--- src/rtl/pixel_scan_driver_pkg.sv ---
// rtl/pixel_scan_driver_pkg.sv - shared widths, defaults and scan state encoding for the display path
package pixel_scan_driver_pkg;

    localparam int H_PIXELS_DEF = 160;
    localparam int V_PIXELS_DEF = 120;
    localparam int PIPE_LAT_DEF = 2;

    localparam int COLOR_W = 3;
    localparam int X_W     = 8;
    localparam int Y_W     = 7;

    typedef enum logic [1:0] {
        ST_IDLE  = 2'd0,
        ST_SCAN  = 2'd1,
        ST_DRAIN = 2'd2,
        ST_DONE  = 2'd3
    } scan_state_t;

endpackage

--- src/rtl/pixel_scan_driver_delay_line.sv ---
// rtl/pixel_scan_driver_delay_line.sv - DEPTH-stage shift register carrying {valid, x, y} alongside the colour pipeline
module scan_delay_line #(
    parameter int DEPTH = 2,
    parameter int XW    = 8,
    parameter int YW    = 7
) (
    input  logic          clock,
    input  logic          reset,
    input  logic          in_valid,
    input  logic [XW-1:0] in_x,
    input  logic [YW-1:0] in_y,
    output logic          tap_valid,
    output logic [XW-1:0] tap_x,
    output logic [YW-1:0] tap_y
);

    logic [DEPTH-1:0] v_q;
    logic [XW-1:0]    x_q [DEPTH];
    logic [YW-1:0]    y_q [DEPTH];

    // Shift one stage per cycle; the last stage lines up with the returned colour
    always_ff @(posedge clock or posedge reset) begin
        if (reset) begin
            for (int i = 0; i < DEPTH; i++) begin
                v_q[i] <= 1'b0;
                x_q[i] <= '0;
                y_q[i] <= '0;
            end
        end else begin
            v_q[0] <= in_valid;
            x_q[0] <= in_x;
            y_q[0] <= in_y;
            for (int i = 1; i < DEPTH; i++) begin
                v_q[i] <= v_q[i-1];
                x_q[i] <= x_q[i-1];
                y_q[i] <= y_q[i-1];
            end
        end
    end

    assign tap_valid = v_q[DEPTH-1];
    assign tap_x     = x_q[DEPTH-1];
    assign tap_y     = y_q[DEPTH-1];

endmodule

--- src/rtl/pixel_scan_driver.sv ---
// rtl/pixel_scan_driver.sv - raster scan of X/Y into the colour generator with re-aligned VGA plot output
module pixel_scan_driver
    import pixel_scan_driver_pkg::*;
#(
    parameter int H_PIXELS = H_PIXELS_DEF,
    parameter int V_PIXELS = V_PIXELS_DEF,
    parameter int PIPE_LAT = PIPE_LAT_DEF
) (
    input  logic               clock,
    input  logic               reset,
    input  logic               start,
    output logic [X_W-1:0]     X,
    output logic [Y_W-1:0]     Y,
    input  logic [COLOR_W-1:0] color_in,
    output logic [X_W-1:0]     vga_x,
    output logic [Y_W-1:0]     vga_y,
    output logic [COLOR_W-1:0] vga_color,
    output logic               plot,
    output logic               busy,
    output logic               frame_done
);

    localparam logic [X_W-1:0] X_LAST    = X_W'(H_PIXELS - 1);
    localparam logic [Y_W-1:0] Y_LAST    = Y_W'(V_PIXELS - 1);
    localparam logic [2:0]     DRAIN_END = 3'(PIPE_LAT);

    scan_state_t state;
    logic [2:0]  drain_cnt;

    logic           tap_valid;
    logic [X_W-1:0] tap_x;
    logic [Y_W-1:0] tap_y;

    // Scan FSM: counters, busy and the frame-complete pulse, all registered
    always_ff @(posedge clock or posedge reset) begin
        if (reset) begin
            state      <= ST_IDLE;
            X          <= '0;
            Y          <= '0;
            drain_cnt  <= '0;
            busy       <= 1'b0;
            frame_done <= 1'b0;
        end else begin
            frame_done <= 1'b0;
            case (state)
                ST_IDLE: begin
                    X <= '0;
                    Y <= '0;
                    if (start) begin
                        state     <= ST_SCAN;
                        busy      <= 1'b1;
                        drain_cnt <= '0;
                    end
                end
                ST_SCAN: begin
                    if (X == X_LAST) begin
                        X <= '0;
                        if (Y == Y_LAST) begin
                            Y     <= '0;
                            state <= ST_DRAIN;
                        end else begin
                            Y <= Y + 1'b1;
                        end
                    end else begin
                        X <= X + 1'b1;
                    end
                end
                ST_DRAIN: begin
                    // Last pixel needs PIPE_LAT cycles in the delay line plus one output register
                    if (drain_cnt == DRAIN_END) begin
                        state      <= ST_DONE;
                        busy       <= 1'b0;
                        frame_done <= 1'b1;
                    end else begin
                        drain_cnt <= drain_cnt + 1'b1;
                    end
                end
                default: begin
                    state <= ST_IDLE;
                end
            endcase
        end
    end

    scan_delay_line #(
        .DEPTH (PIPE_LAT),
        .XW    (X_W),
        .YW    (Y_W)
    ) u_delay (
        .clock     (clock),
        .reset     (reset),
        .in_valid  (state == ST_SCAN),
        .in_x      (X),
        .in_y      (Y),
        .tap_valid (tap_valid),
        .tap_x     (tap_x),
        .tap_y     (tap_y)
    );

    // Output stage: register coordinate, colour and strobe together for the VGA write port
    always_ff @(posedge clock or posedge reset) begin
        if (reset) begin
            plot      <= 1'b0;
            vga_x     <= '0;
            vga_y     <= '0;
            vga_color <= '0;
        end else begin
            plot  <= tap_valid;
            vga_x <= tap_x;
            vga_y <= tap_y;
            if (tap_valid) begin
                vga_color <= color_in;
            end
        end
    end

endmodule

--- config.mk ---
export PLATFORM = sky130hd
export DESIGN_NAME = pixel_scan_driver
export DESIGN_NICKNAME = d
export VERILOG_FILES = /design/src/rtl/pixel_scan_driver_pkg.sv /design/src/rtl/pixel_scan_driver_delay_line.sv /design/src/rtl/pixel_scan_driver.sv
export SDC_FILE = /design/constraint.sdc
export NUM_CORES = 1
export LEC_CHECK = 0
export BUFFER_PORTS_ARGS = -buffer_cell sky130_fd_sc_hd__buf_2
export CAP_MARGIN = 20
export CORE_ASPECT_RATIO = 1.4
export CORE_MARGIN = 1
export CORE_UTILIZATION = 50
export DETAILED_ROUTE_END_ITERATION = 10
export PLACE_DENSITY = 0.71
export SYNTH_ARGS = -nofsm -noshare
export SYNTH_HDL_FRONTEND = slang
export SYNTH_SLANG_ARGS = --single-unit
--- constraint.sdc ---
create_clock -name clock -period 2.85 [get_ports clock]
set_clock_uncertainty 0.05 [all_clocks]
set_input_delay 0.1425 -clock clock [delete_from_list [all_inputs] [get_ports clock]]
set_output_delay 0.1425 -clock clock [all_outputs]
set_load 0.02 [all_outputs]
==> results of run 1 <==
## path summary, 6_finish.rpt
| path | from | end | slack, ns | cells past startpoint |
|---|---|---|---|---|
| max | state[1] | Y[3] | 0.65 | 5 |
| min | start | busy | 0.11 | 3 |
| max reg2reg | state[1] | Y[3] | 0.65 | 5 |
| min reg2reg | u_delay.y_q[8] | u_delay.tap_y[1] | 0.30 | 0 |
| max in group asynchronous | reset | vga_x[3] | 1.75 | 4 |
| min in group asynchronous | reset | u_delay.x_q[9] | 0.27 | 3 |
## kinds of logic (layout without fill, tap and decap cells)
kind of cell	Yosys count	in the layout	share of synthesized area
AOI/OAI and AO/OA	31	31	0.0838
buffers and inverters	11	71	0.0155
DFF	73	73	0.687
and+or+nand+nor	58	58	0.129
muxes	7	7	0.0301
adders and majority gates	8	8	0.0376
xor gates and xnor gates	5	5	0.0165
## final cells by class
cell class,count,area [sq um],area share
timing repair buffer,48,268,0.0842
sequential,73,1830,0.574
clock inverter,5,56.3,0.0177
clock buffer,11,131,0.0413
tap,66,82.6,0.0260
inverter,7,26.3,0.00826
multi-input combinational,109,791,0.249
## power breakdown
group | total (W) | switching, W | leakage, nW | internal, W
logic | 0.0000358 | 0.0000248 | 0.582 | 0.0000111
registers | 0.00104 | 0.000000951 | 0.924 | 0.00104
clock network | 0.000764 | 0.000361 | 0.0933 | 0.000403
## what timing repair did
action                                 CTS  global route
hold buffers                             4             0
endpoints found under the hold margin   19             0
setup endpoints to repair                0             0
## worst register-to-register path: stages, from the launching register on
cell	delay, ns
dfrtp_1	0.41
inv_1	0.09
ha_1	0.63
o21ai_1	0.33
or4_1	0.54
nand3_1	0.09
## cell usage in the layout (no fill, tap or decap), types with 3 or more instances in the layout
cell type	n
o21bai_1	3
nor3b_1	3
nand4_1	3
ha_1	8
buf_2	41
dlygate4sd3_1	4
nor2_1	7
a22o_1	4
nand3_1	10
mux2_2	4
o21ai_0	12
xnor2_1	4
inv_1	6
nand2_1	13
nor2b_1	3
clkbuf_8	9
dfrtp_1	73
nand2b_1	5
buf_4	3
## state kept, by name, summed over array words and instances, names as in the netlist
name,count
X,8
state,2
u_delay.tap_x,8
Y,7
u_delay.x_q,8
vga_x,8
vga_y,7
frame_done,1
plot,1
vga_color,3
u_delay.v_q,2
drain_cnt,3
u_delay.y_q,7
busy,1
u_delay.tap_y,7
## metrics by stage
stage,cell area [sq um],util
6_report,3180,0.617
4_1_cts,3180,0.617
2_1_floorplan,2660,-
3_3_place_gp,2950,0.573
5_1_grt,3180,0.617
3_5_place_dp,2950,0.573
## per-layer routing
layer  vias to the layer above  part of all wire  routed length [microns]  global-route usage
met1                       771              0.44                     1870               0.226
met2                        39              0.49                     2070               0.270
met5                         -                 0                        0                   0
li1                        776                 -                        -                   -
met3                        13             0.039                      167              0.0580
met4                         0             0.028                      119              0.0930
==> impl_metrics.py, run 1 <==
metrics = {
    "setup_path": {
        "critPathSlowestCell": "ha_1",
        "cp_data_arrival_time_ns": 2.43,
        "required_ns": 3.08,
        "worstPathBufferInverterCount": 1,
        "max_stage_delay_ns": 0.63,
        "worstPathMaxFanout": 22,
        "critical-path-top-delay-family": "adder cells",
        "crit_path_end_kind": "register",
        "critPathKind": "reg -> reg",
        "start_kind": "register",
        "worstPathCellList": "inv_1 > ha_1 > o21ai_1 > or4_1 > nand3_1",
    },
    "synthesis": {
        "synth_nets": 207,
        "yosysSeqAreaShare": 0.687,
        "async_reset_ff_frac": 1.00,
        "synth_area_per_cell_sq_um": 13.8,
        "synth_cell_types": 42,
        "synth_area_sq_um": 2660,
        "synth.top_cell.area_share": 0.687,
        "yosysWarnings": 0,
        "yosys.area.top_type": "dfrtp_1",
        "synth-edff-count": 0,
        "synth_flop_cell": "dfrtp_1",
        "synthTopCellsByCount": "dfrtp_1, nand2_1, o21ai_0, nand3_1, ha_1",
        "synth_area_leaders": "dfrtp_1, ha_1, o21ai_0, nand3_1, nand2_1",
        "postSynthCellCount": 193,
        "synth_seq_cells": 73,
        "synth_most_common_cell": "dfrtp_1",
    },
    "global_routing": {
        "grt_overflow": 0,
        "grt_pass1_vias": 1525,
        "antenna_found_initial": 0,
        "grt_max_degree": 36,
        "grt_usage": 0.177,
        "grt_pass1_wl_mm": 7.18,
    },
    "power": {
        "total_power_w": 0.00184,
        "power.density_nw_per_um2": 578,
        "ir_worst_vdd_mv": 0.244,
        "p_leak_nw": 1.60,
    },
    "final_layout": {
        "filler_cell_count": 433,
        "final_cell_count_no_fill": 319,
        "antennaDiodeCount": 0,
        "syn2layout_area_growth_pct": 19.7,
        "nets": 262,
        "final_layout_size_suffix_gt1_frac": 0.289,
    },
    "timing": {
        "period_minus_slack_ns": 2.20,
        "setup-violations-final": 0,
        "fmax_mhz": 454,
        "setup_tns_ns": 0,
        "grt_setup_unrepaired": "false",
        "layout_worst_path_cycle_share": 0.772,
        "slew_violations": 0,
        "fin_hold_ws_ns": 0.110,
        "tightest_slew_ns": 0.730,
        "slew_headroom": 0.513,
        "finalHoldViolations": 0,
        "setup_ws_ns": 0.649,
    },
    "floorplan": {
        "initial_core_util": 0.515,
        "die_area_sq_um": 5620,
        "core_area_sq_um": 5160,
        "die_x_microns": 63.6,
        "num_rows": 31,
        "num_io_pins": 42,
        "die_h_microns": 88.3,
    },
    "place": {
        "gp_congestion": 0.800,
        "io_buffer_count": 41,
        "place_hpwl_mm": 2.83,
        "dpl.cell_count": 299,
        "pre_cts_slack_ns": 0.704,
    },
    "detailed_routing": {
        "ant_nets": 0,
        "drtIter0Drc": 67,
        "viasPerCell": 5.01,
        "vias": 1599,
        "wl_per_cell_microns": 13.3,
        "drt_wl_total_mm": 4.23,
        "route.detailed.drc": 0,
        "firstDrtPassIters": 4,
    },
    "cts": {
        "cts_buffers": 9,
        "cts_sinks": 73,
        "cts_tree": "done",
        "cts_resized": 0,
        "clock_latency_ns": 0.34,
        "cts_root_buf": "clkbuf_8",
        "clk_pin_slew_worst_paths_ns": 0.07,
        "clk_path_buf_depth": 2,
        "postCtsSetupRepairBufs": 0,
        "htree_levels": 3,
    },
    "status": {
        "run_status": "finished clean",
    },
    "job": {
        "timing.max_cap.violations": 0,
    },
    "min_path": {
        "hold_path.class": "in -> reg",
    },
}
Power figures use the tool's default switching activity.
==> run 2: changes to the inputs <==
--- a/config.mk
+++ b/config.mk
@@ -11,7 +11,7 @@
 export CORE_MARGIN = 1
 export CORE_UTILIZATION = 50
 export DETAILED_ROUTE_END_ITERATION = 10
-export PLACE_DENSITY = 0.71
+export PLACE_DENSITY = 0.74
 export SYNTH_ARGS = -nofsm -noshare
 export SYNTH_HDL_FRONTEND = slang
 export SYNTH_SLANG_ARGS = --single-unit
==> constraint.sdc (replaced) <==
create_clock -name clock -period 2 [get_ports clock]
set_clock_uncertainty 0.05 [all_clocks]
set_input_delay 0.1 -clock clock [delete_from_list [all_inputs] [get_ports clock]]
set_output_delay 0.1 -clock clock [all_outputs]
set_load 0.02 [all_outputs]
==> run 2 against run 1 <==
Sequential power grew 42%. Sequential share of layout area shrank 2.0 points. Final cell count grew 0.94%. Total power grew 62%. Largest cell class unchanged. Clock-buffer cell count shrank 1. Non-clock buffer count grew 4. Die area is the same. Worst hold slack lost 0.045 ns.
==> impl_metrics.py, run 2 (synthesis results as in run 1) <==
metrics = {
    "final_layout": {
        "final_layout_size_suffix_gt1_frac": 0.301,
        "antennaDiodeCount": 0,
        "final_cell_mix": "dfrtp_1, buf_2, nand2_1",
        "fin_area_sq_um": 3300,
        "nets": 266,
        "final_common_cell": "dfrtp_1",
        "syn2layout_area_growth_pct": 24.0,
        "filler_cell_count": 387,
        "fin_util": 0.639,
    },
    "setup_path": {
        "cp_data_arrival_time_ns": 2.07,
        "critPathKind": "reg -> reg",
        "reg2reg_from": "X[0]",
        "cp-startpoint": "X[0]",
        "critPathSlowestCell": "or4_1",
        "max_stage_delay_ns": 0.52,
        "required_ns": 2.23,
        "start_kind": "register",
        "r2r_setup_slack_ns": 0.15,
        "timing.rr.end": "Y[3]",
        "crit_path_end": "Y[3]",
        "worstPathCellList": "ha_1 > and4_4 > a31oi_4 > or4_1 > nand3_1",
        "worstPathMaxFanout": 10,
        "crit_path_end_kind": "register",
        "reg2reg_depth": 5,
    },
    "cts": {
        "cts_tree": "done",
        "clock_latency_ns": 0.34,
        "htree_levels": 3,
        "clk_path_buf_depth": 2,
        "cts_sinks": 73,
        "clk_pin_slew_worst_paths_ns": 0.07,
        "cts_resized": 0,
        "cts_buffers": 9,
        "cts_root_buf": "clkbuf_8",
    },
    "detailed_routing": {
        "drtIter0Drc": 75,
        "wl_per_cell_microns": 13.4,
        "ant_nets": 0,
        "firstDrtPassIters": 4,
        "viasPerCell": 5.10,
        "drt_wl_total_mm": 4.32,
        "route.detailed.drc": 0,
        "vias": 1643,
    },
    "timing": {
        "period_minus_slack_ns": 1.85,
        "tightest_slew_ns": 0.366,
        "grt_setup_unrepaired": "false",
        "layout_worst_path_cycle_share": 0.924,
        "finalHoldViolations": 0,
        "setup_tns_ns": 0,
        "fmax_mhz": 541,
        "setup-violations-final": 0,
        "slew_violations": 0,
        "slew_headroom": 0.756,
    },
    "global_routing": {
        "grt_overflow": 0,
        "grtUsageMet3": 0.0696,
        "grt_pass1_wl_mm": 7.07,
        "grt_usage": 0.175,
        "use_met2": 0.265,
        "antenna_found_initial": 0,
        "grt_max_degree": 74,
        "grt_pass1_vias": 1510,
        "met1_usage": 0.212,
        "grt-busiest-layer": "met2",
    },
    "min_path": {
        "hold_path.class": "in -> reg",
        "hp-start": "start",
    },
    "floorplan": {
        "die_area_sq_um": 5620,
        "core_area_sq_um": 5160,
        "die_h_microns": 88.3,
        "initial_core_util": 0.515,
        "num_io_pins": 42,
        "die_x_microns": 63.6,
        "num_rows": 31,
    },
    "place": {
        "place_hpwl_mm": 2.78,
        "gp_congestion": 0.814,
        "io_buffer_count": 41,
        "placed_cell_area_sq_um": 3000,
    },
    "job": {
        "timing.max_cap.violations": 0,
    },
    "status": {
        "run_status": "finished clean",
    },
    "power": {
        "p_leak_nw": 1.65,
        "power.density_nw_per_um2": 905,
        "ir_worst_vdd_mv": 0.525,
    },
}
-- run 2: how the worst min path moves through the flow --
stage	endpoint	slack, ns	cells past startpoint
after floorplan	vga_color[0]	0.20	1
after global placement	vga_y[6]	0.18	3
after detailed placement	vga_y[5]	0.19	3
after CTS	busy	0.04	3
after global routing	busy	0.08	3
final	busy	0.07	3
-- run 2: critical path, delay by kind of cell, from the launching register on --
kind,cells,cell delay (ns)
AND/OR/NAND/NOR,3,0.88
flip-flops,1,0.45
adder cells (fa/ha/maj),1,0.26
AO/OA/AOI/OAI,1,0.14
-- run 2: stage by stage --
stage               hold WS [ns]  power [W]  instances  worst slack [ns]
finish                    0.0659    0.00299        322             0.151
global route              0.0797    0.00310        322            0.0653
CTS                       0.0363    0.00303        322             0.154
detailed placement         0.186    0.00156        303             0.181
global placement           0.179    0.00156        303             0.237
floorplan                  0.202    0.00154        193             0.162
-- run 2: final cells by class --
cell class / instances / area [sq um] / share of cell area
clock buffers: 10 / 128 / 0.0387
clock inverters: 5 / 129 / 0.0391
inverters: 7 / 30.0 / 0.00911
multi-input cells: 109 / 791 / 0.240
flip-flops and latches: 73 / 1830 / 0.554
well taps: 66 / 82.6 / 0.0250
repair buffers: 52 / 310 / 0.0941
-- run 2: power breakdown --
part | leakage, nW | switching, W | internal (W)
combinational | 0.602 | 0.0000361 | 0.0000176
sequential | 0.924 | 0.00000154 | 0.00148
clock | 0.127 | 0.000501 | 0.000950
-- run 2: routing by layer --
layer	wire, microns	vias to the layer above
li1	-	789
met1	1880	796
met2	2120	51
met3	202	7
met4	112	0
met5	0	-
-- run 2: repair_timing --
action	CTS	global route
setup buffers	0	0
endpoints found under the hold margin	76	0
hold buffers	4	0
==> run 3: changes to the inputs <==
--- a/config.mk
+++ b/config.mk
@@ -5,7 +5,7 @@
 export SDC_FILE = /design/constraint.sdc
 export NUM_CORES = 1
 export LEC_CHECK = 0
-export BUFFER_PORTS_ARGS = -buffer_cell sky130_fd_sc_hd__buf_2
+export BUFFER_PORTS_ARGS = -buffer_cell sky130_fd_sc_hd__buf_4
 export CAP_MARGIN = 20
 export CORE_ASPECT_RATIO = 1.4
 export CORE_MARGIN = 1
==> run 3 against run 2 <==
Clock power decreased by 12%. Register-to-register slack about the same. Clock-buffer cell count is the same. Final cell count up 0.31%. Total power is 6.0% lower. Wire length decreased by 1.4%. Worst hold slack got worse by 0.028 ns. First-iteration DRC count is 15% lower. Largest cell class unchanged.
==> impl_metrics.py, run 3 (synthesis results as in run 1) <==
metrics = {
    "floorplan": {
        "die_area_sq_um": 5620,
        "die_x_microns": 63.6,
        "num_rows": 31,
        "initial_core_util": 0.515,
        "core_area_sq_um": 5160,
        "num_io_pins": 42,
        "die_h_microns": 88.3,
    },
    "timing": {
        "finalHoldViolations": 0,
        "grt_setup_unrepaired": "false",
        "setup_tns_ns": 0,
        "slew_headroom": 0.760,
        "fin_hold_ws_ns": 0.0375,
        "period_minus_slack_ns": 1.84,
        "tightest_slew_ns": 0.360,
        "layout_worst_path_cycle_share": 0.922,
        "fmax_mhz": 542,
        "slew_violations": 0,
        "setup-violations-final": 0,
        "setup_ws_ns": 0.156,
    },
    "cts": {
        "cts_buffers": 9,
        "clk_path_buf_depth": 2,
        "postCtsSetupRepairBufs": 0,
        "cts_tree": "done",
        "htree_levels": 3,
        "clk_pin_slew_worst_paths_ns": 0.08,
        "cts_sinks": 73,
        "clock_latency_ns": 0.34,
        "cts_root_buf": "clkbuf_8",
    },
    "setup_path": {
        "required_ns": 2.22,
        "timing.rr.end": "Y[3]",
        "critical-path-top-delay-family": "simple AND/OR/NAND/NOR gates",
        "r2r_setup_slack_ns": 0.16,
        "crit_path_end_kind": "register",
        "reg2reg_depth": 5,
        "max_stage_delay_ns": 0.53,
        "critPathKind": "reg -> reg",
        "reg2reg_from": "X[0]",
        "cp_data_arrival_time_ns": 2.07,
        "critPathSlowestCell": "or4_1",
        "worstPathMaxFanout": 10,
        "cp_num_cells": 5,
        "start_kind": "register",
        "cp-startpoint": "X[0]",
        "crit_path_end": "Y[3]",
        "worstPathBufferInverterCount": 0,
        "worstPathCellList": "ha_1 > and4_4 > a31oi_4 > or4_1 > nand3_1",
    },
    "power": {
        "ir_worst_vdd_mv": 0.457,
        "netSwitchingPower_w": 0.000567,
        "pwr-share-seq": 0.527,
        "power.density_nw_per_um2": 832,
        "p_int_w": 0.00224,
        "comb_power_share": 0.021,
        "p_leak_nw": 1.66,
        "power_frac_clock": 0.452,
        "swShare": 0.202,
    },
    "final_layout": {
        "antennaDiodeCount": 0,
        "filler_cell_count": 431,
        "syn2layout_area_growth_pct": 26.8,
        "final_cell_mix": "dfrtp_1, buf_4, nand2_1",
        "final_layout_size_suffix_gt1_frac": 0.307,
        "final_common_cell": "dfrtp_1",
        "nets": 266,
        "final_cell_count_no_fill": 323,
    },
    "status": {
        "run_status": "finished clean",
    },
    "place": {
        "place_hpwl_mm": 2.78,
        "dpl.cell_count": 303,
        "io_buffer_count": 41,
        "gp_congestion": 0.812,
        "pre_cts_slack_ns": 0.178,
    },
    "global_routing": {
        "grt_overflow": 0,
        "grt_usage": 0.165,
        "grt_pass1_wl_mm": 6.84,
        "antenna_found_initial": 0,
        "grt_pass1_vias": 1441,
        "grt_max_degree": 74,
    },
    "detailed_routing": {
        "firstDrtPassIters": 4,
        "viasPerCell": 5.01,
        "ant_nets": 0,
        "route.detailed.drc": 0,
        "drt_wl_total_mm": 4.25,
        "wl_per_cell_microns": 13.2,
        "drtIter0Drc": 64,
        "vias": 1617,
    },
    "min_path": {
        "min_path_cells": 3,
        "hold_path.class": "in -> reg",
    },
    "job": {
        "timing.max_cap.violations": 0,
    },
}
## run 3: routing by layer
metal / vias up / share of wire / GRT usage
li1: 784 / - / -
met4: 0 / 0.028 / 0.120
met1: 786 / 0.46 / 0.218
met2: 38 / 0.48 / 0.247
met3: 9 / 0.031 / 0.0309
met5: - / 0 / 0
## run 3: metrics by stage
step                      instance area [sq um]  power [W]   util
final                                      3370    0.00281  0.654
after global placement                     3100    0.00156  0.602
after global routing                       3370    0.00292  0.654
after CTS                                  3370    0.00284  0.654
after detailed placement                   3100    0.00156  0.602
after floorplan                            2660    0.00154      -
## run 3: power groups by stage
stage                     Clock [W]  Sequential [W]  Combinational (W)
after global routing        0.00137         0.00148          0.0000664
after CTS                   0.00130         0.00148          0.0000606
final                       0.00127         0.00148          0.0000582
after detailed placement          0         0.00151          0.0000542
after global placement            0         0.00151          0.0000537
after floorplan                   0         0.00151          0.0000249
## run 3: worst min path at each step
stage                      startpoint      endpoint  slack [ns]
final                           start          busy        0.04
after global routing            start          busy        0.06
after CTS                       start          busy        0.04
after detailed placement        reset      vga_y[4]        0.18
after global placement          reset      vga_y[4]        0.18
after floorplan           color_in[0]  vga_color[0]        0.20
## run 3: what timing repair did
item                      in CTS  in global routing
hold buffers                   4                  0
resized for setup              0                  0
hold endpoints to repair      76                  0
## run 3: cell type report
cell class | count | area (sq um) | area share
timing repair buffer | 52 | 413 | 0.122
tap | 66 | 82.6 | 0.0245
clock inverter | 6 | 91.3 | 0.0271
multi-input combinational | 109 | 791 | 0.235
sequential | 73 | 1830 | 0.542
inverter | 7 | 30.0 | 0.00891
clock buffer | 10 | 138 | 0.0408
## run 3: worst register-to-register path, cell delays in order (launching register included)
cell and delay, ns:
dfrtp_1 0.44, ha_1 0.26, and4_4 0.27, a31oi_4 0.15, or4_1 0.53, nand3_1 0.09
